[config.mk]
export PLATFORM = sky130hd
export DESIGN_NAME = stamp_spike_dispatcher
export DESIGN_NICKNAME = d
export VERILOG_FILES = /design/src/rtl/stamp_pkg.sv /design/src/rtl/stamp_bank_fifo.sv /design/src/rtl/stamp_spike_dispatcher.sv
export SDC_FILE = /design/constraint.sdc
export NUM_CORES = 1
export LEC_CHECK = 0
export ABC_AREA = 0
export BUFFER_PORTS_ARGS = -buffer_cell sky130_fd_sc_hd__buf_2
export CAP_MARGIN = 20
export CORE_ASPECT_RATIO = 2
export CORE_MARGIN = 5
export CORE_UTILIZATION = 40
export CTS_CLUSTER_SIZE = 25
export DETAILED_ROUTE_END_ITERATION = 10
export GPL_ROUTABILITY_DRIVEN = 0
export PLACE_DENSITY_LB_ADDON = 0.3
export SLEW_MARGIN = 5
export SYNTH_ARGS = -nofsm -noshare
export SYNTH_HDL_FRONTEND = slang
export SYNTH_SLANG_ARGS = --single-unit
[constraint.sdc]
create_clock -name CLK -period 4 [get_ports CLK]
set_clock_uncertainty 0.1 [all_clocks]
set_input_delay 0.4 -clock CLK [delete_from_list [all_inputs] [get_ports CLK]]
set_output_delay 0.4 -clock CLK [all_outputs]
set_load 0.03 [all_outputs]
[src/rtl/stamp_pkg.sv]
// Types and constants shared by the timestamp encoder and the spike dispatcher.
package stamp_pkg;

   localparam int STAMP_W    = 4;
   localparam int EVT_ADDR_W = 10;

   typedef enum logic [1:0] {
      IDLE  = 2'd0,
      WAIT  = 2'd1,
      DRAIN = 2'd2,
      DONE  = 2'd3
   } disp_state_t;

   typedef struct packed {
      logic [STAMP_W-1:0]    stamp;
      logic [EVT_ADDR_W-1:0] addr;
   } spike_evt_t;

endpackage

[src/rtl/stamp_bank_fifo.sv]
// Show-ahead FIFO for one ping-pong bank; head is valid whenever the bank is non-empty.
module stamp_bank_fifo #(
   parameter int W     = 14,
   parameter int DEPTH = 16
) (
   input  logic                   CLK,
   input  logic                   RST_N,
   input  logic                   push,
   input  logic [W-1:0]           push_data,
   input  logic                   pop,
   output logic [W-1:0]           head,
   output logic                   full,
   output logic                   empty,
   output logic [$clog2(DEPTH):0] count
);

   localparam int AW = $clog2(DEPTH);

   logic [W-1:0]  mem [DEPTH];
   logic [AW-1:0] wr_ptr;
   logic [AW-1:0] rd_ptr;
   logic          do_push;
   logic          do_pop;

   assign full    = (count == (AW+1)'(DEPTH));
   assign empty   = (count == '0);
   assign do_push = push && !full;
   assign do_pop  = pop && !empty;
   assign head    = mem[rd_ptr];

   always_ff @(posedge CLK or negedge RST_N) begin
      if (!RST_N) begin
         wr_ptr <= '0;
         rd_ptr <= '0;
         count  <= '0;
      end else begin
         if (do_push) wr_ptr <= wr_ptr + 1'b1;
         if (do_pop)  rd_ptr <= rd_ptr + 1'b1;
         case ({do_push, do_pop})
            2'b10:   count <= count + 1'b1;
            2'b01:   count <= count - 1'b1;
            default: count <= count;
         endcase
      end
   end

   // Storage carries no reset; pointers and count define what is valid.
   always_ff @(posedge CLK) begin
      if (do_push) mem[wr_ptr] <= push_data;
   end

endmodule

[src/rtl/stamp_spike_dispatcher.sv]
// Buffers stamped spike events in two ping-pong banks and releases a bank once its time step begins.
//
//   state | meaning
//   IDLE  | waiting for the generator's step pulse
//   WAIT  | one cycle for neuron_stamp to advance, then latch it as cur
//   DRAIN | popping bank cur[0] onto the registered output
//   DONE  | one-cycle step_done pulse
module stamp_spike_dispatcher #(
   parameter int ADDR_W  = 10,
   parameter int DEPTH   = 16,
   parameter int STAMP_W = stamp_pkg::STAMP_W
) (
   input  logic               CLK,
   input  logic               RST_N,
   input  logic               in_valid,
   input  logic [STAMP_W-1:0] in_stamp,
   input  logic [ADDR_W-1:0]  in_addr,
   output logic               in_ready,
   input  logic [STAMP_W-1:0] neuron_stamp,
   input  logic               step_pulse,
   output logic               out_valid,
   output logic [ADDR_W-1:0]  out_addr,
   output logic [STAMP_W-1:0] out_stamp,
   input  logic               out_ready,
   output logic [1:0]         bank_empty,
   output logic               step_done,
   output logic               overrun,
   output logic [7:0]         drop_cnt
);

   import stamp_pkg::*;

   localparam int EW = STAMP_W + ADDR_W;
   localparam int CW = $clog2(DEPTH) + 1;

   disp_state_t        state, state_nxt;
   logic [STAMP_W-1:0] cur;
   logic [STAMP_W-1:0] stamp_nxt;
   logic               in_cur, in_nxt, in_win, tgt;
   logic               sel, load, cur_ld;
   logic [1:0]         push_b, pop_b, full_b, empty_b;
   logic [EW-1:0]      head_b  [2];
   logic [CW-1:0]      count_b [2];

   assign stamp_nxt = neuron_stamp + 1'b1;
   assign sel       = cur[0];
   assign step_done = (state == DONE);

   // The two window stamps differ in bit 0, so each maps to its own bank.
   always_comb begin
      in_cur   = (in_stamp == neuron_stamp);
      in_nxt   = (in_stamp == stamp_nxt);
      in_win   = in_cur || in_nxt;
      tgt      = in_cur ? neuron_stamp[0] : stamp_nxt[0];
      in_ready = !in_win || !full_b[tgt];
      push_b   = 2'b00;
      if (in_valid && in_win && !full_b[tgt]) push_b[tgt] = 1'b1;
   end

   for (genvar b = 0; b < 2; b++) begin : g_bank
      stamp_bank_fifo #(
         .W     (EW),
         .DEPTH (DEPTH)
      ) u_fifo (
         .CLK       (CLK),
         .RST_N     (RST_N),
         .push      (push_b[b]),
         .push_data ({in_stamp, in_addr}),
         .pop       (pop_b[b]),
         .head      (head_b[b]),
         .full      (full_b[b]),
         .empty     (empty_b[b]),
         .count     (count_b[b])
      );
      assign bank_empty[b] = (count_b[b] == '0);
   end

   always_comb begin
      state_nxt = state;
      load      = 1'b0;
      cur_ld    = 1'b0;
      pop_b     = 2'b00;
      case (state)
         IDLE: begin
            if (step_pulse) state_nxt = WAIT;
         end
         WAIT: begin
            cur_ld    = 1'b1;
            state_nxt = DRAIN;
         end
         DRAIN: begin
            if ((!out_valid || out_ready) && !empty_b[sel]) begin
               load       = 1'b1;
               pop_b[sel] = 1'b1;
            end else if (empty_b[sel] && !push_b[sel] && (!out_valid || out_ready)) begin
               // A same-cycle push for cur keeps the step open so it is dispatched now.
               state_nxt = DONE;
            end
         end
         DONE: begin
            state_nxt = IDLE;
         end
         default: state_nxt = IDLE;
      endcase
   end

   always_ff @(posedge CLK or negedge RST_N) begin
      if (!RST_N) begin
         state     <= IDLE;
         cur       <= '0;
         out_valid <= 1'b0;
         out_addr  <= '0;
         out_stamp <= '0;
         overrun   <= 1'b0;
         drop_cnt  <= '0;
      end else begin
         state <= state_nxt;
         if (cur_ld) cur <= neuron_stamp;
         if (load) begin
            {out_stamp, out_addr} <= head_b[sel];
            out_valid             <= 1'b1;
         end else if (out_ready) begin
            out_valid <= 1'b0;
         end
         if (step_pulse && (state != IDLE)) overrun <= 1'b1;
         if (in_valid && !in_win && (drop_cnt != 8'hFF)) drop_cnt <= drop_cnt + 1'b1;
      end
   end

endmodule

=== Yosys cells after proc, flatten, opt, wreduce, memory -nomap -nowiden ===
Memory sizes are Yosys's and may differ from the RTL's.
Cells that the tools add are included.

* Bits in registers: 53
* Bits in latches: 0
* Memory bits (writable): 448
* ROM bits: 0
* Bits of input ports: 23
* Output and inout bits: 28
* Logic and storage cells: 112
* Memories kept: 2

{| class="wikitable"
|+ Memory list
! name !! depth !! width !! read ports !! clocked after Yosys merged registers in !! write ports !! RTL line !! RTL
|-
| g_bank[0].u_fifo.mem || 16 || 14 || 1 || 0 || 1 || stamp_bank_fifo.sv:19 || <nowiki>logic [W-1:0] mem [DEPTH];</nowiki>
|-
| g_bank[1].u_fifo.mem || 16 || 14 || 1 || 0 || 1 || stamp_bank_fifo.sv:19 ||
|}

* $add $sub $neg: 10
* Multiply operators: 0
* Div/mod/pow operators: 0
* Order comparisons: 5
* Eq/ne operators: 15
* Shifts and indexed selects: 0
* Muxes and demuxes: 32
* Bitwise operators: 1
* Reductions and logical operators: 34

{| class="wikitable"
|+ Operators with widths
! cell !! count
|-
| two-way mux 14 bit || 3
|-
| adder 4 x 1 -> 4 bit, second input constant || 5
|-
| case mux 5 bit (2 select lines) || 2
|-
| two-way mux 1 bit || 18
|-
| logical AND 1 bit || 14
|-
| two-way mux 2 bit || 6
|-
| adder 5 x 1 -> 5 bit, second input constant || 2
|-
| == test 5 bit, second input constant || 2
|-
| zero test 5 bit || 2
|-
| subtractor 5 x 1 -> 5 bit, second input constant || 2
|-
| zero test 1 bit || 9
|-
| adder 8 x 1 -> 8 bit, second input constant || 1
|-
| == test 2 bit, second input constant || 4
|-
| == test 4 bit || 2
|-
| inequality test 8 bit, second input constant || 1
|-
| case mux 2 bit (4 select lines) || 1
|-
| nonzero test 2 bit || 4
|-
| == test 2 x 1 -> 1 bit, second input constant || 3
|-
| inequality test 2 bit, second input constant || 3
|-
| less-than comparator 1 x 2 -> 1 bit, second input constant || 2
|-
| logical OR 1 bit || 3
|-
| AND reduction 3 bit || 1
|-
| demux 1 bit (select 1 bit) || 2
|-
| greater-or-equal comparator 1 bit, second input constant || 2
|-
| 3 further kinds || 3
|}

=== Logic depth before layout (Yosys ltp) ===
* Depth in word-level cells: 15
* Gate-level depth with buffers: 16
* Depth with buffers taken out: 15

=== By module ===
A second synthesis with hierarchy kept.

* Cells, all modules: 1,157
* Area, all modules: 20,631.0 sq um

{| class="wikitable"
|+ Modules (own cells, without submodules)
! module !! instances !! cells an instance !! area an instance (sq um) !! sequential area each (sq um)
|-
| stamp_bank_fifo || 2 || 495 || 9,500.4 || 7,051.8
|-
| stamp_spike_dispatcher || 1 || 167 || 1,630.3 || 675.6
|}

=== Worst setup path before layout ===
No wires, ideal clock.

* Path kind: input port to flip-flop
* Start: input neuron_stamp[0]
* End: memory g_bank[0].u_fifo.mem[2][0], enable pin
* Setup time: 427 ps
* Arrival time: 3,109 ps
* Data required time: 3,473 ps
* Path slack: 365 ps
* Cell stages on the path: 7
* Path buffers: 0
* Path through: ha_1 -> xor3_1 -> nor3_1 -> and3_1 -> o21a_1 -> inv_1 -> nor4b_1

* Cells in the longest elaborated chain, start to end: 10
* Elaborated cells between the ends (all ways): 19
* Those cells by class: add/sub: 1; order compare: 2; eq/ne: 2; mux: 8; reduce/logical: 6

{| class="wikitable"
|+ RTL lines
! element !! RTL line !! RTL
|-
| start: declaration || stamp_spike_dispatcher.sv:19 || <nowiki>input logic [STAMP_W-1:0] neuron_stamp,</nowiki>
|-
| adder 4 x 1 -> 4 bit or == test 4 bit (tied branches) || stamp_spike_dispatcher.sv:45, stamp_spike_dispatcher.sv:51 ||
|-
| two-way mux 1 bit || stamp_spike_dispatcher.sv:54 || <nowiki>tgt = in_cur ? neuron_stamp[0] : stamp_nxt[0];</nowiki>
|-
| less-than comparator 1 x 2 -> 1 bit (implied by the code), or another cell as far along || stamp_spike_dispatcher.sv:57 || <nowiki>if (in_valid && in_win && !full_b[tgt]) push_b[tgt] = 1'b1;</nowiki>
|-
| logical AND 1 bit (implied by the code) or two-way mux 1 bit (tied branches) || stamp_spike_dispatcher.sv:57 ||
|-
| two-way mux 1 bit (implied by the code) or zero test 1 bit (tied branches) || stamp_spike_dispatcher.sv:57 ||
|-
| demux 1 bit (select 1 bit) or logical AND 1 bit (tied branches) || stamp_spike_dispatcher.sv:57 ||
|-
| two-way mux 2 bit * || stamp_spike_dispatcher.sv:57 ||
|-
| logical AND 1 bit * || stamp_bank_fifo.sv:27 || <nowiki>assign do_push = push && !full;</nowiki>
|-
| two-way mux 1 bit * || stamp_bank_fifo.sv:49 || <nowiki>if (do_push) mem[wr_ptr] <= push_data;</nowiki>
|-
| two-way mux 1 bit (implied by the code) * || stamp_bank_fifo.sv:49 ||
|-
| end: declaration || stamp_bank_fifo.sv:19 ||
|}

Mark *: on every way between the ends. The rest lies on a longest branch, timed or not. The select of a mux whose other input is x is not followed.

=== Worst setup path in the final report ===
* Start: register state[0]
* End: register g_bank[0].u_fifo.count[4]

* Cells in the longest elaborated chain, start to end: 5
* Elaborated cells between the ends (all ways): 7
* Those cells by class: eq/ne: 3; mux: 2; reduce/logical: 2

{| class="wikitable"
|+ RTL lines
! element !! RTL line !! RTL
|-
| start: declaration || stamp_spike_dispatcher.sv:36 || <nowiki>disp_state_t state, state_nxt;</nowiki>
|-
| start signal: assignment || stamp_spike_dispatcher.sv:117 || <nowiki>state <= state_nxt;</nowiki>
|-
| == test 2 bit * || stamp_spike_dispatcher.sv:83 || <nowiki>case (state)</nowiki>
|-
| two-way mux 2 bit * || stamp_spike_dispatcher.sv:83 ||
|-
| logical AND 1 bit * || stamp_bank_fifo.sv:28 || <nowiki>assign do_pop = pop && !empty;</nowiki>
|-
| == test 2 x 1 -> 1 bit or == test 2 bit (tied branches) || stamp_bank_fifo.sv:39 || <nowiki>case ({do_push, do_pop})</nowiki>
|-
| case mux 5 bit (2 select lines) or nonzero test 2 bit (tied branches) || - ||
|-
| end signal: assignment || stamp_bank_fifo.sv:40 || <nowiki>2'b10: count <= count + 1'b1;</nowiki>
|-
| end signal: assignment || stamp_bank_fifo.sv:41 || <nowiki>2'b01: count <= count - 1'b1;</nowiki>
|-
| end signal: assignment || stamp_bank_fifo.sv:42 || <nowiki>default: count <= count;</nowiki>
|-
| end: declaration || stamp_bank_fifo.sv:14 || <nowiki>output logic [$clog2(DEPTH):0] count</nowiki>
|}

Mark *: on every way between the ends. The rest lies on a longest branch, timed or not.
A chain may end at the register's enable or synchronous reset.

==> parameters.txt <==
Parameter                              Value

Run status
  Result of the run ... complete, no violations

Setup path
  Data arrival time at the worst-slack endpoint ... 3.73 ns
  Chain of cells forming the critical path ... inv_1 > ha_1 > nand2_1 > or3_1 > inv_2 > ha_1 > inv_1 > fa_1 > inv_1 > a21o_1 > a21oi_1 > xnor2_1 > nor2_1 > xor2_1
  Launching element type of the critical path ... flip-flop
  Crit path max fanout ... 15
  Largest incremental delay on the critical path ... 0.51 ns
  Number of cell instances on the worst register-to-register path ... 14
  Critical Path RT ... 4.34 ns
  Category of the critical setup timing path ... reg2reg
  Crit end category ... flip-flop
  Worst path slowest cell ... or3_1
  Cell type with the highest occurrence count on the critical path ... inv_1

STA
  Final max-slew violation count ... 0
  Slew margin rel. ... 0.3065
  Min Clock Period, post-route ... 3.388 ns
  Worst-Margin Slew ... 1.040 ns
  Setup-failing EPs final ... 0
  Final period utilization ... 0.8470
  Final-layout setup total negative slack ... 0 ns
  Maximum clock frequency ... 295.1 MHz
  RSZ-0062 raised after global routing ... no
  Final hold violation count ... 0

Synth
  Combined area of all synthesized cells ... 0.02024 mm²
  Number of storage elements in the synthesis netlist ... 501
  Library cell with the highest instance count after synthesis ... edfxtp_1
  Top flip-flop cell by instance count after synthesis ... edfxtp_1
  Cell types with the highest counts after synthesis ... edfxtp_1, mux4_2, dfrtp_1
  Number of flops mapped to enable cells by yosys ... 448
  Sequential element share of the synthesized area ... 0.7302
  Distinct cell type count after synthesis ... 48
  Ys Warns ... 0
  Synth Net Count ... 1115
  Biggest area consumer among synthesized cells ... edfxtp_1
  Ys async rst share ... 0.1058
  Top cells by area in the synthesized netlist ... edfxtp_1, mux4_2, dfrtp_1
  Share of Yosys cell area claimed by the top area cell type ... 0.6647
  Number of instances in the synthesized netlist ... 1066
  Synth Area per Inst ... 18.99 µm²

Clock tree
  CTS H-tree depth ... 2
  CTS sink count ... 501
  Clk buf depth ... 3
  Number of buffers added by the clock tree synthesis step ... 41
  CTS clk-pin slew, worst paths ... 0.07 ns
  Clock Latency Late Sink ... 0.57 ns
  Post-CTS repair timing setup buffer count ... 0
  Clock tree from TritonCTS ... done
  Clock tree root buffer cell ... clkbuf_16

Cells and area
  Fillcell total ... 4179
  Total number of nets in the final design ... 1214
  Ratio of cells with drive above 1 in the final layout ... 0.2329
  Area delta synth->final ... 13.72%
  Post-layout util ... 0.4596

Pwr
  Combinational share of power ... 0.260
  Worst vdd rail ir drop ... 0.0003018 V
  Net Switching ... 0.004596 W
  Share of power burned in the clock network ... 0.294
  Switching fraction of total power ... 0.3074
  Power per cell area ... 649.6 mW/mm²
  Cell Int Power ... 0.01036 W
  Flop pwr share ... 0.446
  Leakage power summed over all cells ... 7.913 nW

Routing
  Detailed Route WL ... 46440 µm
  Routed wire per std cell ... 25.13 µm
  Number of remaining DRC errors ... 0
  Antenna-violating nets left ... 0
  Average vias per placed instance ... 5.471
  Number of optimization iterations in the first detailed-route pass ... 5
  Count of vias placed by the detailed router ... 10111
  DRT iter0 DRCs ... 701

Global route
  Global-route wire length before repair ... 70350 µm
  Global-route congestion overflow total ... 0
  Number of global-route vias before repair ... 10785
  Pin count of the biggest net entering global routing ... 37
  Number of antenna violations at the first check in global routing ... 1
  Total global-route track usage ... 0.1702

Placement
  IO buf count ... 50
  Detailed placement HPWL ... 31610 µm

Floorplanning
  Number of primary I/O pins ... 51
  Die X ... 169.1 µm
  Placeable core region ... 0.05007 mm²
  Initial core utilization ... 0.4042
  Die Area ... 0.05547 mm²
  Die boundary height ... 328.1 µm
  Num rows ... 116

Min path
  Worst min path class ... in2reg
  Hold Path Cell Cnt ... 4

Job
  Reported max-cap violation count ... 0
cell type report:
class / instances / area, µm² / share of cell area
clock inverters: 31 / 414.1 / 0.01799
diodes: 1 / 2.502 / 0.0001087
clock buffers: 45 / 1062 / 0.04615
multi-input cells: 487 / 5124 / 0.2226
well taps: 649 / 812.0 / 0.03528
flip-flops and latches: 501 / 14790 / 0.6426
repair buffers: 111 / 725.7 / 0.03153
inverters: 23 / 86.33 / 0.003751
cell families after synthesis:
group / after synthesis / synth area share
compound gates: 144 / 0.04655
xor+xnor: 36 / 0.01632
fa+ha+maj: 26 / 0.01682
buf+inv: 78 / 0.01910
flops: 501 / 0.7302
mux: 155 / 0.1369
simple gates: 126 / 0.03413
power groups by stage:
stage	combinational (W)	clock, W	sequential (W)
final	0.00388	0.00440	0.00667
after detailed placement	0.00393	0	0.00680
after floorplan	0.00298	0	0.00646
after CTS	0.00394	0.00449	0.00669
after global routing	0.00421	0.00471	0.00674
after global placement	0.00387	0	0.00679
cells in the final DEF (no fill, tap or decap), types with 13 or more instances in the layout:
cell / Yosys / final
buf_2: 12 / 50
inv_1: 22 / 22
nand2_1: 41 / 41
a221oi_1: 13 / 13
clkbuf_16: 0 / 42
o21ai_0: 36 / 36
a221o_1: 14 / 14
and3_1: 16 / 16
mux2_2: 13 / 13
ha_1: 24 / 24
xnor2_1: 25 / 25
nor2b_1: 15 / 15
a22oi_1: 13 / 13
mux2i_1: 51 / 51
a21oi_1: 41 / 41
mux4_1: 17 / 17
edfxtp_1: 448 / 448
mux4_2: 74 / 74
buf_4: 9 / 58
dfrtp_1: 53 / 49
sequential cells by signal, summed over array words and instances, names as in the netlist:
name                  flops
g_bank.u_fifo.mem       448
overrun                   1
out_stamp                 4
g_bank.u_fifo.wr_ptr      8
state                     2
out_valid                 1
g_bank.u_fifo.rd_ptr      8
drop_cnt                  8
cur                       1
out_addr                 10
g_bank.u_fifo.count      10
per-stage QoR:
step	hold WS [ns]	power [W]	instances	worst slack, ns	cell area [µm²]
floorplan	0.004409	0.009436	1066	0.3647	20240
detailed placement	0.2920	0.01073	1769	0.4838	21520
global placement	0.2942	0.01066	1769	0.5764	21520
global route	0.09435	0.01566	1847	0.4015	23010
CTS	0.04813	0.01513	1847	0.6092	23010
finish	0.06974	0.01495	1848	0.6118	23020
path summary, 6_finish.rpt:
path	startpoint	to	slack (ns)
worst max-delay path	state[0]$_DFFE_PN0P_	g_bank[0].u_fifo.count[4]$_DFFE_PN0P_	0.61
worst min-delay path	out_ready	out_valid$_DFFE_PN0P_	0.07
worst max register to register	state[0]$_DFFE_PN0P_	g_bank[0].u_fifo.count[4]$_DFFE_PN0P_	0.61
worst min register to register	overrun$_DFFE_PN0P_	overrun$_DFFE_PN0P_	0.36
max in group asynchronous	RST_N	g_bank[1].u_fifo.rd_ptr[0]$_DFFE_PN0P_	2.66
min in group asynchronous	RST_N	drop_cnt[4]$_DFFE_PN0P_	0.23
metal layers:
metal	global-route usage	part of all wire	vias up
li1	-	-	4503
met1	0.1864	0.35	5334
met2	0.3369	0.59	200
met3	0.01927	0.029	74
met4	0.05290	0.029	0
met5	0	0	-
worst max-delay path, delay by kind of cell (launching register included):
| kind | cells | cell delay, ns |
|---|---|---|
| AND/OR/NAND/NOR | 3 | 0.66 |
| AO/OA/AOI/OAI | 2 | 0.19 |
| XOR/XNOR | 2 | 0.29 |
| buffers and inverters | 4 | 0.62 |
| adder cells (fa/ha/maj) | 3 | 0.97 |
| flip-flops | 1 | 0.44 |
repair_timing:
| action | 4_1_cts | 5_1_grt |
|---|---|---|
| setup endpoints to repair | 0 | 0 |
| endpoints found under the hold margin | 20 | 0 |
| resized for setup | 0 | 0 |
| hold buffers | 2 | 0 |
No activity file was read; power rests on OpenSTA's default activity.
